### src/rtl/seven_seg_scan_driver_if.sv
// Display-side bundle: digit data and masks in, shared segment bus and anodes out.
`timescale 1ns/1ps
interface seven_seg_scan_driver_if;
    logic        en;
    logic [15:0] digits;
    logic [3:0]  dp_mask;
    logic [3:0]  blink_mask;
    logic [3:0]  an;
    logic [6:0]  seg;
    logic        dp;

    modport master (output en, digits, dp_mask, blink_mask, input an, seg, dp);
    modport slave  (input en, digits, dp_mask, blink_mask, output an, seg, dp);
endinterface

### src/rtl/seven_seg_scan_driver.sv
// Four-digit multiplexed 7-segment driver with per-digit decimal point and blink.
`timescale 1ns/1ps
module seven_seg_scan_driver #(
    parameter int unsigned SCAN_DIV  = 100000,
    parameter int unsigned BLINK_DIV = 250
) (
    input  logic                    clk,
    input  logic                    rst,
    seven_seg_scan_driver_if.slave  bus
);
    localparam int unsigned DIV_W   = (SCAN_DIV  > 1) ? $clog2(SCAN_DIV)  : 1;
    localparam int unsigned BLINK_W = (BLINK_DIV > 1) ? $clog2(BLINK_DIV) : 1;

    logic [DIV_W-1:0]   div_cnt_q,   div_cnt_d;
    logic [1:0]         digit_idx_q, digit_idx_d;
    logic [BLINK_W-1:0] blink_cnt_q, blink_cnt_d;
    logic               blink_phase_q, blink_phase_d;
    logic [3:0]         an_q, an_d;
    logic [6:0]         seg_q, seg_d;
    logic               dp_q, dp_d;

    logic       tick;
    logic       lit;
    logic [3:0] nibble;

    // Active-low {g,f,e,d,c,b,a}; non-BCD nibbles show a dash.
    function automatic logic [6:0] decode(input logic [3:0] d);
        case (d)
            4'd0:    decode = 7'h40;
            4'd1:    decode = 7'h79;
            4'd2:    decode = 7'h24;
            4'd3:    decode = 7'h30;
            4'd4:    decode = 7'h19;
            4'd5:    decode = 7'h12;
            4'd6:    decode = 7'h02;
            4'd7:    decode = 7'h78;
            4'd8:    decode = 7'h00;
            4'd9:    decode = 7'h10;
            default: decode = 7'h3F;
        endcase
    endfunction

    // Everything, including the lit digit, advances only on the scan tick.
    always_comb begin
        tick          = (div_cnt_q == DIV_W'(SCAN_DIV - 1));
        div_cnt_d     = tick ? '0 : div_cnt_q + DIV_W'(1);
        digit_idx_d   = digit_idx_q;
        blink_cnt_d   = blink_cnt_q;
        blink_phase_d = blink_phase_q;
        an_d          = an_q;
        seg_d         = seg_q;
        dp_d          = dp_q;
        lit           = 1'b0;
        nibble        = 4'd0;

        if (tick) begin
            digit_idx_d = digit_idx_q + 2'd1;
            if (blink_cnt_q == BLINK_W'(BLINK_DIV - 1)) begin
                blink_cnt_d   = '0;
                blink_phase_d = ~blink_phase_q;
            end else begin
                blink_cnt_d = blink_cnt_q + BLINK_W'(1);
            end

            // Anode, segments and dp are loaded together so no stale digit ghosts.
            lit    = bus.en & ~(blink_phase_q & bus.blink_mask[digit_idx_q]);
            nibble = bus.digits[{digit_idx_q, 2'b00} +: 4];
            if (lit) begin
                an_d  = ~(4'b0001 << digit_idx_q);
                seg_d = decode(nibble);
                dp_d  = ~bus.dp_mask[digit_idx_q];
            end else begin
                an_d  = 4'b1111;
                seg_d = 7'h7F;
                dp_d  = 1'b1;
            end
        end
    end

    always_ff @(posedge clk) begin
        if (rst) begin
            div_cnt_q     <= '0;
            digit_idx_q   <= 2'd0;
            blink_cnt_q   <= '0;
            blink_phase_q <= 1'b0;
            an_q          <= 4'b1111;
            seg_q         <= 7'h7F;
            dp_q          <= 1'b1;
        end else begin
            div_cnt_q     <= div_cnt_d;
            digit_idx_q   <= digit_idx_d;
            blink_cnt_q   <= blink_cnt_d;
            blink_phase_q <= blink_phase_d;
            an_q          <= an_d;
            seg_q         <= seg_d;
            dp_q          <= dp_d;
        end
    end

    assign bus.an  = an_q;
    assign bus.seg = seg_q;
    assign bus.dp  = dp_q;
endmodule

### src/flat_wrapper.sv
// flat-port wrapper written by rule: the top's interface ports become plain ports
module seven_seg_scan_driver_flat 
#(
    parameter int unsigned SCAN_DIV  = 100000,
    parameter int unsigned BLINK_DIV = 250
)
  (clk, rst, bus_en, bus_digits, bus_dp_mask, bus_blink_mask, bus_an, bus_seg, bus_dp);
  seven_seg_scan_driver_if bus_i ();
  input  logic clk;
  input  logic rst;
  input wire logic [$bits(bus_i.en)-1:0] bus_en;
  input wire logic [$bits(bus_i.digits)-1:0] bus_digits;
  input wire logic [$bits(bus_i.dp_mask)-1:0] bus_dp_mask;
  input wire logic [$bits(bus_i.blink_mask)-1:0] bus_blink_mask;
  output wire logic [$bits(bus_i.an)-1:0] bus_an;
  output wire logic [$bits(bus_i.seg)-1:0] bus_seg;
  output wire logic [$bits(bus_i.dp)-1:0] bus_dp;
  assign bus_i.en = bus_en;
  assign bus_i.digits = bus_digits;
  assign bus_i.dp_mask = bus_dp_mask;
  assign bus_i.blink_mask = bus_blink_mask;
  assign bus_an = bus_i.an;
  assign bus_seg = bus_i.seg;
  assign bus_dp = bus_i.dp;
  seven_seg_scan_driver #(.SCAN_DIV(SCAN_DIV), .BLINK_DIV(BLINK_DIV)) u_core (.clk(clk), .rst(rst), .bus(bus_i));
endmodule
### config.mk
export PLATFORM = sky130hd
export DESIGN_NAME = seven_seg_scan_driver_flat
export DESIGN_NICKNAME = d
export VERILOG_FILES = /design/src/rtl/seven_seg_scan_driver_if.sv /design/src/rtl/seven_seg_scan_driver.sv /design/src/flat_wrapper.sv
export SDC_FILE = /design/constraint.sdc
export NUM_CORES = 1
export LEC_CHECK = 0
export ABC_AREA = 1
export BUFFER_PORTS_ARGS = -buffer_cell sky130_fd_sc_hd__clkbuf_2
export CAP_MARGIN = 20
export CORE_AREA = 2 2 66 68
export CTS_CLUSTER_DIAMETER = 150
export DETAILED_ROUTE_END_ITERATION = 6
export DIE_AREA = 0 0 68 70
export PLACE_DENSITY_LB_ADDON = 0.15
export RECOVER_POWER = 25
export SYNTH_ARGS = -nofsm -noshare
export SYNTH_HDL_FRONTEND = slang
export SYNTH_SLANG_ARGS = --single-unit
export TNS_END_PERCENT = 10
### constraint.sdc
create_clock -name clk -period 3.9 [get_ports clk]
set_clock_uncertainty 0.2 [all_clocks]
set_input_delay 0.585 -clock clk [delete_from_list [all_inputs] [get_ports clk]]
set_output_delay 0.585 -clock clk [all_outputs]
set_load 0.05 [all_outputs]
=== Word-level counts from Yosys, hierarchy flattened ===
Memory sizes are Yosys's and may differ from the RTL's.
Cells that the tools add are included.

* Flip-flop bits (word level): 40
* Latch bits: 0
* Memory bits (writable): 0
* Bits in read-only memories: 112
* Output and inout bits: 12
* Logic and storage cells: 32
* Memories kept: 1

{| class="wikitable"
|+ Memories
! memory !! depth !! bits a word !! read ports !! clocked after memory_dff !! write ports !! line !! RTL
|-
| (no name shown) || 16 || 7 || 1 || 0 || 0 || seven_seg_scan_driver.sv:28 || <nowiki>case (d)</nowiki>
|}

* Add/subtract/negate cells: 3
* $mul: 0
* Divide/modulo/power cells: 0
* $lt $le $gt $ge: 1
* Equal/unequal tests: 2
* Shift-type cells: 2
* Muxes and demuxes: 8
* Bitwise gates (word level): 6
* Reductions and logical operators: 2

{| class="wikitable"
|+ Operators with widths
! cell !! number
|-
| adder 17 x 1 -> 17 bit (second input constant) || 1
|-
| == test 17 bit (second input constant) || 1
|-
| indexed part select 16 x 5 -> 4 bit || 1
|-
| adder 8 x 1 -> 8 bit (second input constant) || 1
|-
| == test 8 bit (second input constant) || 1
|-
| two-way mux 8 bit || 1
|-
| two-way mux 7 bit || 1
|-
| binary-select mux 1 bit (select 2 bit) || 2
|-
| two-way mux 4 bit || 1
|-
| inverter 4 bit || 1
|-
| left shift 1 x 2 -> 4 bit (first input constant) || 1
|-
| < comparator 2 x 3 -> 1 bit (second input constant) || 1
|-
| two-way mux 1 bit || 3
|-
| inverter 1 bit || 3
|-
| adder 2 x 1 -> 2 bit (second input constant) || 1
|-
| bitwise AND 1 bit || 2
|-
| AND reduction 2 bit || 1
|-
| OR reduction 2 bit || 1
|}

=== Depth between registers and ports, before layout ===
* Depth in word-level cells: 6
* Mapped depth: 13
* Gate-level depth less buffers: 12

=== Worst setup path after synthesis ===
OpenSTA, ideal clock, no wires.

* Path kind: reg2reg
* Start: reg u_core.digit_idx_q[0]
* End: reg u_core.seg_q[5] (netlist: u_core.bus.seg[5])
* Library setup time: 0.114 ns
* Data arrival time: 1.524 ns
* Setup slack: 2.062 ns
* Cell stages (with the launch flop): 14
* Cell sequence: dfxtp_1 inv_2 buf_6 nand2_1 nand3_1 nand2_1 inv_1 ha_1 inv_1 nand3_1 nand3_1 nand3_1 nor2_1 nor2_1

* Cells in the longest elaborated chain, start to end: 6
* Elaborated cells on any way between the ends: 8
* Classes of those cells: shift: 1; mux: 3; bitwise: 3; memory: 1

{| class="wikitable"
|+ RTL lines
! what !! line !! RTL
|-
| start, declared || seven_seg_scan_driver.sv:15 || <nowiki>logic [1:0] digit_idx_q, digit_idx_d;</nowiki>
|-
| start signal, assigned || seven_seg_scan_driver.sv:91 || <nowiki>digit_idx_q <= digit_idx_d;</nowiki>
|-
| branches (longest 5 deep; another with memory (16 x 7 bit)) || - ||
|-
| two-way mux 7 bit * || seven_seg_scan_driver.sv:68 || <nowiki>if (lit) begin</nowiki>
|-
| end signal, assigned || seven_seg_scan_driver.sv:95 || <nowiki>seg_q <= seg_d;</nowiki>
|-
| end, declared || seven_seg_scan_driver.sv:19 || <nowiki>logic [6:0] seg_q, seg_d;</nowiki>
|}

Every way passes the cells marked *. The select of a mux whose other input is x is not followed.
A chain may end at the register's enable or synchronous reset.

=== Final worst setup path ===
* Start: reg u_core.div_cnt_q[0]
* End: reg u_core.digit_idx_q[0]

* Cells in the longest elaborated chain, start to end: 1

{| class="wikitable"
|+ RTL lines
! what !! line !! RTL
|-
| start, declared || seven_seg_scan_driver.sv:14 || <nowiki>logic [DIV_W-1:0] div_cnt_q, div_cnt_d;</nowiki>
|-
| start signal, assigned || seven_seg_scan_driver.sv:90 || <nowiki>div_cnt_q <= div_cnt_d;</nowiki>
|-
| == test 17 bit || seven_seg_scan_driver.sv:45 || <nowiki>tick = (div_cnt_q == DIV_W'(SCAN_DIV - 1));</nowiki>
|}

No other way between the ends.

==> impl_metrics.py <==
metrics = {
    "status": {
        "status": "complete, no violations",
    },
    "critical_path": {
        "crit_path_top_delay_cell": "dfxtp_1",
        "cpPeakStageDelay_ps": 370,
        "worstSetupEndpointType": "flop",
        "cp_num_buf_inv": 2,
        "critical_path.cell_chain": "ha_1, nand3_1, inv_1, nand3_4, nand2_4, inv_1, nand2_1, o21ai_0",
        "critPathLaunchType": "flop",
        "cp_common_cell": "inv_1",
        "path_class": "reg2reg",
        "arrival_ps": 2170,
        "path_delay_family": "simple AND/OR/NAND/NOR gates",
        "cp.required_ps": 3850,
        "crit_cells": 8,
        "worst-path-max-fanout": 27,
        "reg2reg_depth": 8,
    },
    "finish": {
        "multiInputGateArea_mm2": 0.00133,
        "nets": 421,
        "nFillCells": 402,
        "drive_gt1_share_pct": 16.8,
        "design_area_mm2": 0.00267,
        "fin_cells": 434,
        "area_delta_synth_final_pct": 13.3,
        "diodes": 0,
        "seq_area_um2": 801,
    },
    "placed_design": {
        "io_buffers": 38,
        "gp_congestion": 0.908,
        "dp.cells": 426,
        "place_area_mm2": 0.00257,
        "place_hpwl_um": 3630,
    },
    "power_and_ir_drop": {
        "p_switching_mw": 0.174,
        "p_clk_share_pct": 44.1,
        "peakVddDrop_v": 0.000163,
        "p_per_area_mw_per_mm2": 312,
        "seqPwrFrac_pct": 49.6,
        "p_sw_share_pct": 20.9,
        "p_int_mw": 0.659,
        "combPwrFrac_pct": 6.3,
        "p_leak_nw": 1.15,
    },
    "worst_hold_path": {
        "hold_depth": 1,
        "hold_path.class": "reg2reg",
    },
    "logic_synthesis": {
        "yosysSeqAreaShare_pct": 34.0,
        "yosys_warnings": 0,
        "ys_seq_elements": 40,
        "synth_cells": 340,
        "syn-num-nets": 380,
        "synth_area_per_cell_um2": 6.93,
        "syn-cell-area_mm2": 0.00236,
        "ys_types": 31,
    },
    "run": {
        "drv_cap": 0,
    },
    "grt": {
        "grt_use_total_pct": 21.6,
        "grt_pass1_wl_um": 8050,
        "antenna_found_initial": 0,
        "grt_overflow": 0,
        "grt_max_degree": 28,
        "first_global_vias": 1975,
    },
    "floorplan": {
        "die_x_um": 68,
        "fp.coreArea_mm2": 0.00414,
        "die_h_um": 70,
        "num_rows": 24,
        "die-area_mm2": 0.00476,
        "pin_count": 39,
        "start_util_pct": 56.9,
    },
    "clock_tree": {
        "cts_sinks": 40,
        "postCtsHoldBufs": 0,
        "htree_levels": 2,
        "clk_pin_slew_ps": 80,
        "cts_tree": "yes",
        "postCtsResizedCells": 0,
        "cts-buffers-inserted": 5,
        "insertion_delay_ps": 290,
        "clock_path_buffers": 2,
        "post_cts_buffers": 0,
        "root_buffer": "clkbuf_8",
    },
    "detailed_routing": {
        "first_iter_violations": 111,
        "wire_per_inst_um": 10.8,
        "vias": 2179,
        "ant_nets": 0,
        "wl_um": 4690,
        "first_pass_iters": 4,
        "drc": 0,
        "routed_via_density": 5.02,
    },
    "sta": {
        "period_share_pct": 56.8,
        "relSlewSlack_pct": 59.7,
        "fin_setup_tns_ps": 0,
        "hold_viol": 0,
        "rsz0062_at_grt": "false",
        "worst_pin_slew_ps": 608,
        "timing.final.crit_period_ps": 2210,
        "setup_violations": 0,
        "drv_slew": 0,
        "fmax_mhz": 452,
    },
}
[synth_stat cells (all sizes together)]
cell    instances  area, um2
buf             4       41.3
nand2          75        307
xnor2           1       8.76
nand4           9       56.3
nor3           10       61.3
nand3          43        255
o21bai          1       7.51
xor2            4       35.0
a21oi          20        108
a31oi           2       12.5
inv            45        169
o21ai           8       40.0
o22ai           1       6.26
o211ai          1       7.51
dfxtp          40        801
ha             13        163
nor2           60        260
or2             3       18.8
[power by group through the flow]
stage	Sequential (mW)	Combinational [mW]	Clock, mW
final	0.413	0.0526	0.367
after floorplan	0.422	0.0344	0
after CTS	0.413	0.0534	0.375
after global routing	0.413	0.0607	0.390
after global placement	0.423	0.0526	0
after detailed placement	0.423	0.0532	0
[final cells by class]
cell class | instances | area share (%)
Sequential cell | 40 | 30.0
Multi-Input combinational cell | 251 | 50.0
Inverter | 45 | 6.33
Clock buffer | 7 | 3.61
Clock inverter | 1 | 1.12
Timing Repair Buffer | 38 | 6.56
Tap cell | 52 | 2.44
[layout by cell type, fill, tap and decap left out, types with 2 or more instances in the layout]
master / count
o21ai_0: 7
clkbuf_1: 12
a21oi_1: 18
nor2_2: 5
nor2_4: 3
or2_2: 2
inv_1: 40
dfxtp_1: 40
a21oi_2: 2
a31oi_1: 2
nand2_1: 67
inv_2: 5
nor3_1: 9
nand3_2: 3
xor2_1: 4
nand3_1: 39
nand2_2: 7
clkbuf_8: 7
clkbuf_2: 26
nand4_1: 9
ha_1: 13
nor2_1: 52
[logic make-up after synthesis]
| group | after synthesis | share of synthesized area (%) |
|---|---|---|
| xor+xnor | 5 | 1.86 |
| buf+inv | 49 | 8.92 |
| fa+ha+maj | 13 | 6.90 |
| simple gates | 200 | 40.7 |
| flops | 40 | 34.0 |
| compound gates | 33 | 7.70 |
[path summary, 6_finish.rpt]
check	from	to	slack (ps)
worst max-delay path	u_core.div_cnt_q[0]$_SDFF_PP0_	u_core.digit_idx_q[0]$_SDFFE_PP0N_	1690
worst min-delay path	u_core.div_cnt_q[0]$_SDFF_PP0_	u_core.div_cnt_q[0]$_SDFF_PP0_	260
worst max register to register	u_core.div_cnt_q[0]$_SDFF_PP0_	u_core.digit_idx_q[0]$_SDFFE_PP0N_	1690
worst min register to register	u_core.div_cnt_q[0]$_SDFF_PP0_	u_core.div_cnt_q[0]$_SDFF_PP0_	260
[sequential cells by signal, summed over array words and instances (netlist names)]
signal                cells
u_core.blink_phase_q      1
u_core.div_cnt_q         17
u_core.bus.dp             1
u_core.bus.seg            7
u_core.bus.an             4
u_core.digit_idx_q        2
u_core.blink_cnt_q        8
[layer usage]
layer	wire length, um	global-route usage [%]	vias to the layer above
met5	0	0	-
li1	-	-	1175
met2	2230	34.6	67
met1	2170	27.3	933
met4	53	8.89	0
met3	239	4.99	4
[stage by stage]
stage               hold WS (ps)  power, mW  utilization [%]  setup slack (ps)
floorplan                    229      0.457                -              2060
global placement             238      0.475             62.0              1760
detailed placement           251      0.476             62.0              1690
CTS                          267      0.841             65.1              1680
global route                 309      0.864             64.4              1470
finish                       262      0.832             64.4              1690
(Power assumes the default switching activity.)
